File: config.mk
export PLATFORM = sky130hd
export DESIGN_NAME = optrom_scanner
export DESIGN_NICKNAME = d
export VERILOG_FILES = /design/src/rtl/optrom_scanner.sv
export SDC_FILE = /design/constraint.sdc
export NUM_CORES = 1
export LEC_CHECK = 0
export BUFFER_PORTS_ARGS = -buffer_cell sky130_fd_sc_hd__buf_2
export CAP_MARGIN = 20
export CORE_MARGIN = 5
export CORE_UTILIZATION = 55
export CTS_CLUSTER_DIAMETER = 50
export DETAILED_ROUTE_END_ITERATION = 10
export PLACE_DENSITY = 0.76
export SLEW_MARGIN = 20
export SYNTH_ARGS = -nofsm -noshare
export SYNTH_HDL_FRONTEND = slang
export SYNTH_SLANG_ARGS = --single-unit
export TNS_END_PERCENT = 10
File: constraint.sdc
create_clock -name iClk -period 5.1 [get_ports iClk]
set_input_delay 0.255 -clock iClk [delete_from_list [all_inputs] [get_ports iClk]]
set_output_delay 0.255 -clock iClk [all_outputs]
set_load 0.02 [all_outputs]
File: src/rtl/optrom_scanner.sv
// Option-ROM probe: checks the 55h/AAh signature and length byte, then re-reads the whole
// image over the registered-response read bus and streams it out while summing it mod 256.
module optrom_scanner #(
   parameter int MAX_BLOCKS = 64
) (
   input  logic        iClk,
   input  logic        iRstN,
   input  logic        iStart,
   input  logic [19:0] iBase,
   output logic [19:0] oAddr,
   output logic        oRd,
   input  logic        iSel,
   input  logic [7:0]  iData,
   output logic [7:0]  oByte,
   output logic        oByteValid,
   input  logic        iByteReady,
   output logic        oBusy,
   output logic        oDone,
   output logic        oFound,
   output logic        oError,
   output logic        oSumOk,
   output logic [7:0]  oSizeBlocks
);

   localparam logic [7:0] MAX_LEN = 8'(MAX_BLOCKS);

   typedef enum logic [2:0] {IDLE, SIG0, SIG1, LEN, STREAM, HOLD, FINISH} stateT;

   stateT       state, stateNext;
   logic        sampling, samplingNext;
   logic [19:0] base, baseNext;
   logic [16:0] count, countNext;
   logic [7:0]  sum, sumNext;
   logic [19:0] addrNext;
   logic        rdNext, validNext, busyNext, doneNext, foundNext, errorNext, sumOkNext;
   logic [7:0]  byteNext, sizeNext;
   logic        finishNow;
   logic [16:0] countInc;

   assign countInc = count + 17'd1;

   // Each header/stream read spends one cycle issuing oRd and one cycle sampling the
   // registered response; every output is computed here and registered below.
   always_comb begin
      stateNext    = state;
      samplingNext = sampling;
      baseNext     = base;
      countNext    = count;
      sumNext      = sum;
      addrNext     = oAddr;
      rdNext       = 1'b0;
      byteNext     = oByte;
      validNext    = oByteValid;
      busyNext     = oBusy;
      doneNext     = 1'b0;
      foundNext    = oFound;
      errorNext    = oError;
      sumOkNext    = oSumOk;
      sizeNext     = oSizeBlocks;
      finishNow    = 1'b0;
      case (state)
         IDLE: begin
            if (iStart) begin
               baseNext     = iBase;
               addrNext     = iBase;
               rdNext       = 1'b1;
               samplingNext = 1'b0;
               busyNext     = 1'b1;
               foundNext    = 1'b0;
               errorNext    = 1'b0;
               sumOkNext    = 1'b0;
               sizeNext     = 8'd0;
               stateNext    = SIG0;
            end
         end
         SIG0, SIG1, LEN: begin
            if (!sampling) begin
               samplingNext = 1'b1;
            end else begin
               samplingNext = 1'b0;
               if (!iSel) begin
                  finishNow = 1'b1;
               end else if (state == SIG0) begin
                  if (iData == 8'h55) begin
                     stateNext = SIG1;
                     addrNext  = base + 20'd1;
                     rdNext    = 1'b1;
                  end else begin
                     finishNow = 1'b1;
                  end
               end else if (state == SIG1) begin
                  if (iData == 8'hAA) begin
                     stateNext = LEN;
                     addrNext  = base + 20'd2;
                     rdNext    = 1'b1;
                  end else begin
                     finishNow = 1'b1;
                  end
               end else begin
                  sizeNext = iData;
                  if (iData == 8'd0 || iData > MAX_LEN) begin
                     errorNext = 1'b1;
                     finishNow = 1'b1;
                  end else begin
                     // Header passed: restart from offset 0 so the header is streamed and summed too.
                     foundNext = 1'b1;
                     countNext = 17'd0;
                     sumNext   = 8'd0;
                     addrNext  = base;
                     rdNext    = 1'b1;
                     stateNext = STREAM;
                  end
               end
            end
         end
         STREAM: begin
            if (!sampling) begin
               samplingNext = 1'b1;
            end else begin
               samplingNext = 1'b0;
               if (!iSel) begin
                  errorNext = 1'b1;
                  sumOkNext = 1'b0;
                  finishNow = 1'b1;
               end else begin
                  byteNext  = iData;
                  validNext = 1'b1;
                  sumNext   = sum + iData;
                  stateNext = HOLD;
               end
            end
         end
         HOLD: begin
            if (iByteReady) begin
               validNext = 1'b0;
               countNext = countInc;
               if (countInc == {oSizeBlocks, 9'd0}) begin
                  sumOkNext = (sum == 8'd0);
                  finishNow = 1'b1;
               end else begin
                  addrNext  = base + {3'd0, countInc};
                  rdNext    = 1'b1;
                  stateNext = STREAM;
               end
            end
         end
         FINISH: begin
            stateNext = IDLE;
         end
         default: begin
            stateNext = IDLE;
         end
      endcase
      if (finishNow) begin
         stateNext = FINISH;
         busyNext  = 1'b0;
         doneNext  = 1'b1;
      end
   end

   // Synchronous active-low reset aborts any operation without a done pulse.
   always_ff @(posedge iClk) begin
      if (!iRstN) begin
         state       <= IDLE;
         sampling    <= 1'b0;
         base        <= 20'd0;
         count       <= 17'd0;
         sum         <= 8'd0;
         oAddr       <= 20'd0;
         oRd         <= 1'b0;
         oByte       <= 8'd0;
         oByteValid  <= 1'b0;
         oBusy       <= 1'b0;
         oDone       <= 1'b0;
         oFound      <= 1'b0;
         oError      <= 1'b0;
         oSumOk      <= 1'b0;
         oSizeBlocks <= 8'd0;
      end else begin
         state       <= stateNext;
         sampling    <= samplingNext;
         base        <= baseNext;
         count       <= countNext;
         sum         <= sumNext;
         oAddr       <= addrNext;
         oRd         <= rdNext;
         oByte       <= byteNext;
         oByteValid  <= validNext;
         oBusy       <= busyNext;
         oDone       <= doneNext;
         oFound      <= foundNext;
         oError      <= errorNext;
         oSumOk      <= sumOkNext;
         oSizeBlocks <= sizeNext;
      end
   end

endmodule

==> summary.txt <==
Run status
  – Outcome: finished clean

Setup path
  – CP max stage delay: 0.56 ns
  – Endpoint type of the worst setup path: flop
  – Crit Reg-Reg Endpoint: oAddr[18]
  – Buffers and inverters on the worst path: 0
  – Top Family by Delay on Critical Path: compound AO/OA/AOI/OAI gates
  – Data required time at the worst endpoint: 5.39 ns
  – R2R setup slack: 1.30 ns
  – R2R Path Start: count[2]
  – Startpoint-to-endpoint class of the critical path: flop to flop
  – Critical Path Slowest Stage Cell: sky130_fd_sc_hd__dfxtp_1
  – Type of element launching the critical path: flop
  – Critical path arrival: 4.09 ns
  – Cell repeated most along the worst path: sky130_fd_sc_hd__a21oi_1
  – Largest driver fanout on the critical path: 11
  – Depth of the worst register-to-register path: 11
  – CP Cell Sequence: nand3_1 > nor2_1 > xnor2_1 > ha_1 > a211o_1 > o311ai_0 > nand2_1 > a221o_1 > a211oi_1 > a21oi_1 > a21oi_1

Job
  – Max-cap check violation count: 0

Timing
  – Layout Skew: 0.0123 ns
  – Worst slew pin tran: 1.16 ns
  – Setup violators final: 0
  – Fmax achieved: 263 MHz
  – Part of the cycle the worst path needs: 74.5%
  – Number of slew-limit violations in the final report: 0
  – Worst slew margin relative to its limit: 22.3%
  – Final setup TNS: 0 ns
  – Unrepaired setup endpoints after global routing: false
  – Number of failing hold endpoints at the final stage: 0
  – Final critical-path required period: 3.80 ns

Detailed routing
  – Remaining number of nets flagged by the antenna check after routing: 0
  – Drc violations: 0
  – WL final: 19.4 mm
  – Number of DRC violations after detailed-routing iteration 0: 632
  – Drt pass-1 iters: 5
  – Via count: 6420
  – Via count normalized by instance count: 6.36
  – WL per Instance: 19.2 um

Layout
  – Antenna diode instance count: 0
  – Share of the core filled with cells in the final layout: 62.2%
  – Cell area after layout: 7070 um^2
  – Filler Cells Inserted: 1032
  – Area overhead of the layout relative to synthesis: 11.6%
  – Proportion of layout cells with a drive suffix above 1: 14.6%
  – Final nets: 926

Placed design
  – Count of input and output buffers: 75
  – Post-DP Area: 6760 um^2
  – Final RePlAce weighted congestion: 0.952
  – DP Wirelength: 14.1 mm

Die
  – DIE HEIGHT: 117 um
  – Top Ports: 76
  – Core Box Area: 11400 um^2
  – Count of standard-cell rows: 39
  – Area of the die: 13800 um^2
  – X dimension of the die: 117 um
  – Initial cell density of the core: 55.7%

Synthesis
  – Number of flip-flops and latches in the synthesized netlist: 92
  – Average size of a mapped cell: 7.74 um^2
  – Number of enable flip-flop cells after synthesis: 0
  – Syn_nets: 881
  – Sequential share of the synthesized area: 29.1%
  – Leading post-synthesis cells by instance count: 115 x sky130_fd_sc_hd__nand2_1, 95 x sky130_fd_sc_hd__a21oi_1, 92 x sky130_fd_sc_hd__dfxtp_1
  – Dominant cell type by area after synthesis: sky130_fd_sc_hd__dfxtp_1
  – Post-synth top flop: sky130_fd_sc_hd__dfxtp_1
  – Post-synth top area share: 29.1%
  – Count of distinct cell types in the synthesized netlist: 78
  – Synthesized cell area: 6330 um^2
  – FFs w/ async S/R, synth: 0%
  – Post-synthesis instance total: 818
  – Yosys Warn Count: 0
  – Cell with the most instances after synthesis: sky130_fd_sc_hd__nand2_1
  – Top cells by area, synth: sky130_fd_sc_hd__dfxtp_1 29%, sky130_fd_sc_hd__a21oi_1 7.5%, sky130_fd_sc_hd__nand2_1 6.8%

Global routing
  – Number of global-route vias before repair: 6049
  – Aggregate global-route resource usage: 27.3%
  – Initial antenna violation count: 1
  – Global-route wire length before repair: 31.6 mm
  – Global route overflow: 0
  – Pin count of the biggest net entering global routing: 68

Worst hold path
  – Instance count along the most critical hold path: 3
  – Destination of the worst hold path: base[15]
  – Hold/Removal Path Class: primary input to flop
  – Hold path start: iBase[15]

CTS
  – TritonCTS clock tree: built
  – Post CTS Setup Buffer Count: 0
  – Hold Buf Count CTS: 0
  – Clock-pin transition on the worst setup and hold timing paths: 0.07 ns
  – Number of gates resized after CTS: 0
  – Number of levels in the clock H-tree: 3
  – # clock sinks: 92
  – Maximum count of clock buffers along a single path: 2
  – Master cell of the clock root buffer: sky130_fd_sc_hd__clkbuf_16
  – Number of buffers added by the clock tree synthesis step: 9
  – Clk_lat worst skew: 0.35 ns

Pwr
  – Maximum ir drop on the vdd rail: 0.362 mV
  – Leakage power total: 2.94 nW
  – PwrDens: 409 nW/um^2
## where the power goes
group	total (mW)	leakage (nW)	internal [mW]	switching, mW
clock	0.729	0.156	0.428	0.301
combinational	1.18	2.03	0.426	0.757
sequential	0.977	0.750	0.840	0.137
## worst min-delay path, stage by stage
cell and delay [ns]:
sky130_fd_sc_hd__buf_2 0.10, sky130_fd_sc_hd__nand2_1 0.05, sky130_fd_sc_hd__a21oi_1 0.05
## routing by layer
metal,vias to the layer above,GRT usage [%],part of all wire (%)
li1,3064,-,-
met1,3013,38.7,45
met2,299,41.5,44
met3,42,6.40,8.9
met4,2,7.32,2.1
met5,-,0,0.036
## cells in the final DEF, fill, tap and decap left out, types with 5 or more instances in the layout
master and instances:
sky130_fd_sc_hd__a222oi_1 5, sky130_fd_sc_hd__nand2b_1 15, sky130_fd_sc_hd__a211oi_2 5, sky130_fd_sc_hd__and2_1 9, sky130_fd_sc_hd__nand2_1 115, sky130_fd_sc_hd__o211ai_1 7
sky130_fd_sc_hd__a32o_1 8, sky130_fd_sc_hd__a21o_1 6, sky130_fd_sc_hd__xnor2_1 36, sky130_fd_sc_hd__nor2_1 72, sky130_fd_sc_hd__nand3_1 33, sky130_fd_sc_hd__nand4_1 7
sky130_fd_sc_hd__buf_4 10, sky130_fd_sc_hd__dfxtp_1 92, sky130_fd_sc_hd__a211oi_1 14, sky130_fd_sc_hd__xor2_1 20, sky130_fd_sc_hd__buf_2 75, sky130_fd_sc_hd__nand3b_1 6
sky130_fd_sc_hd__o31ai_1 5, sky130_fd_sc_hd__ha_1 28, sky130_fd_sc_hd__nor3_1 14, sky130_fd_sc_hd__a221oi_1 7, sky130_fd_sc_hd__clkbuf_16 9, sky130_fd_sc_hd__a21oi_1 95
sky130_fd_sc_hd__mux2i_1 6, sky130_fd_sc_hd__nor4_1 6, sky130_fd_sc_hd__a31oi_1 5, sky130_fd_sc_hd__and3_1 8, sky130_fd_sc_hd__o21ai_0 33, sky130_fd_sc_hd__inv_1 17
## final cells by class
cell class	count	area (um^2)	share of cell area (%)
multi-input combinational	656	4210	59.6
sequential	92	1840	26.1
timing repair buffer	85	450	6.37
clock buffer	9	225	3.19
tap	143	179	2.53
clock inverter	6	87.6	1.24
inverter	19	71.3	1.01
## registers in the layout, indices dropped and copies added, names as in the netlist
| signal | cells |
|---|---|
| oFound | 1 |
| sampling | 1 |
| oSizeBlocks | 8 |
| oError | 1 |
| oRd | 1 |
| count | 17 |
| sum | 8 |
| oByte | 8 |
| oDone | 1 |
| state | 3 |
| oBusy | 1 |
| base | 20 |
| oSumOk | 1 |
| oAddr | 20 |
| oByteValid | 1 |
## per-stage QoR
stage	hold WS, ns	instances	worst slack (ns)	total power, mW
floorplan	0.391	818	1.88	1.82
global placement	0.440	995	1.56	2.12
detailed placement	0.444	995	1.38	2.15
CTS	0.144	1010	1.35	2.87
global route	0.152	1010	0.986	3.05
finish	0.149	1010	1.30	2.89
## worst max path at each step
stage	start	cells after the start	endpoint
2_1_floorplan	count[1]	14	oAddr[13]
3_3_place_gp	count[2]	11	oAddr[18]
3_5_place_dp	count[2]	11	oAddr[18]
4_1_cts	count[2]	11	oAddr[18]
5_1_grt	count[1]	13	oAddr[13]
6_report	count[2]	11	oAddr[18]
## logic make-up (layout without fill, tap and decap cells)
kind of cell	after synthesis	in the layout	share of synthesized area (%)
compound gates	243	243	25.7
fa+ha+maj	30	30	6.16
buf+inv	70	119	4.66
mux	9	9	1.48
xor+xnor	56	56	7.74
flops	92	92	29.1
simple gates	318	318	25.1
Note: power is estimated with default switching activity, not from simulation.
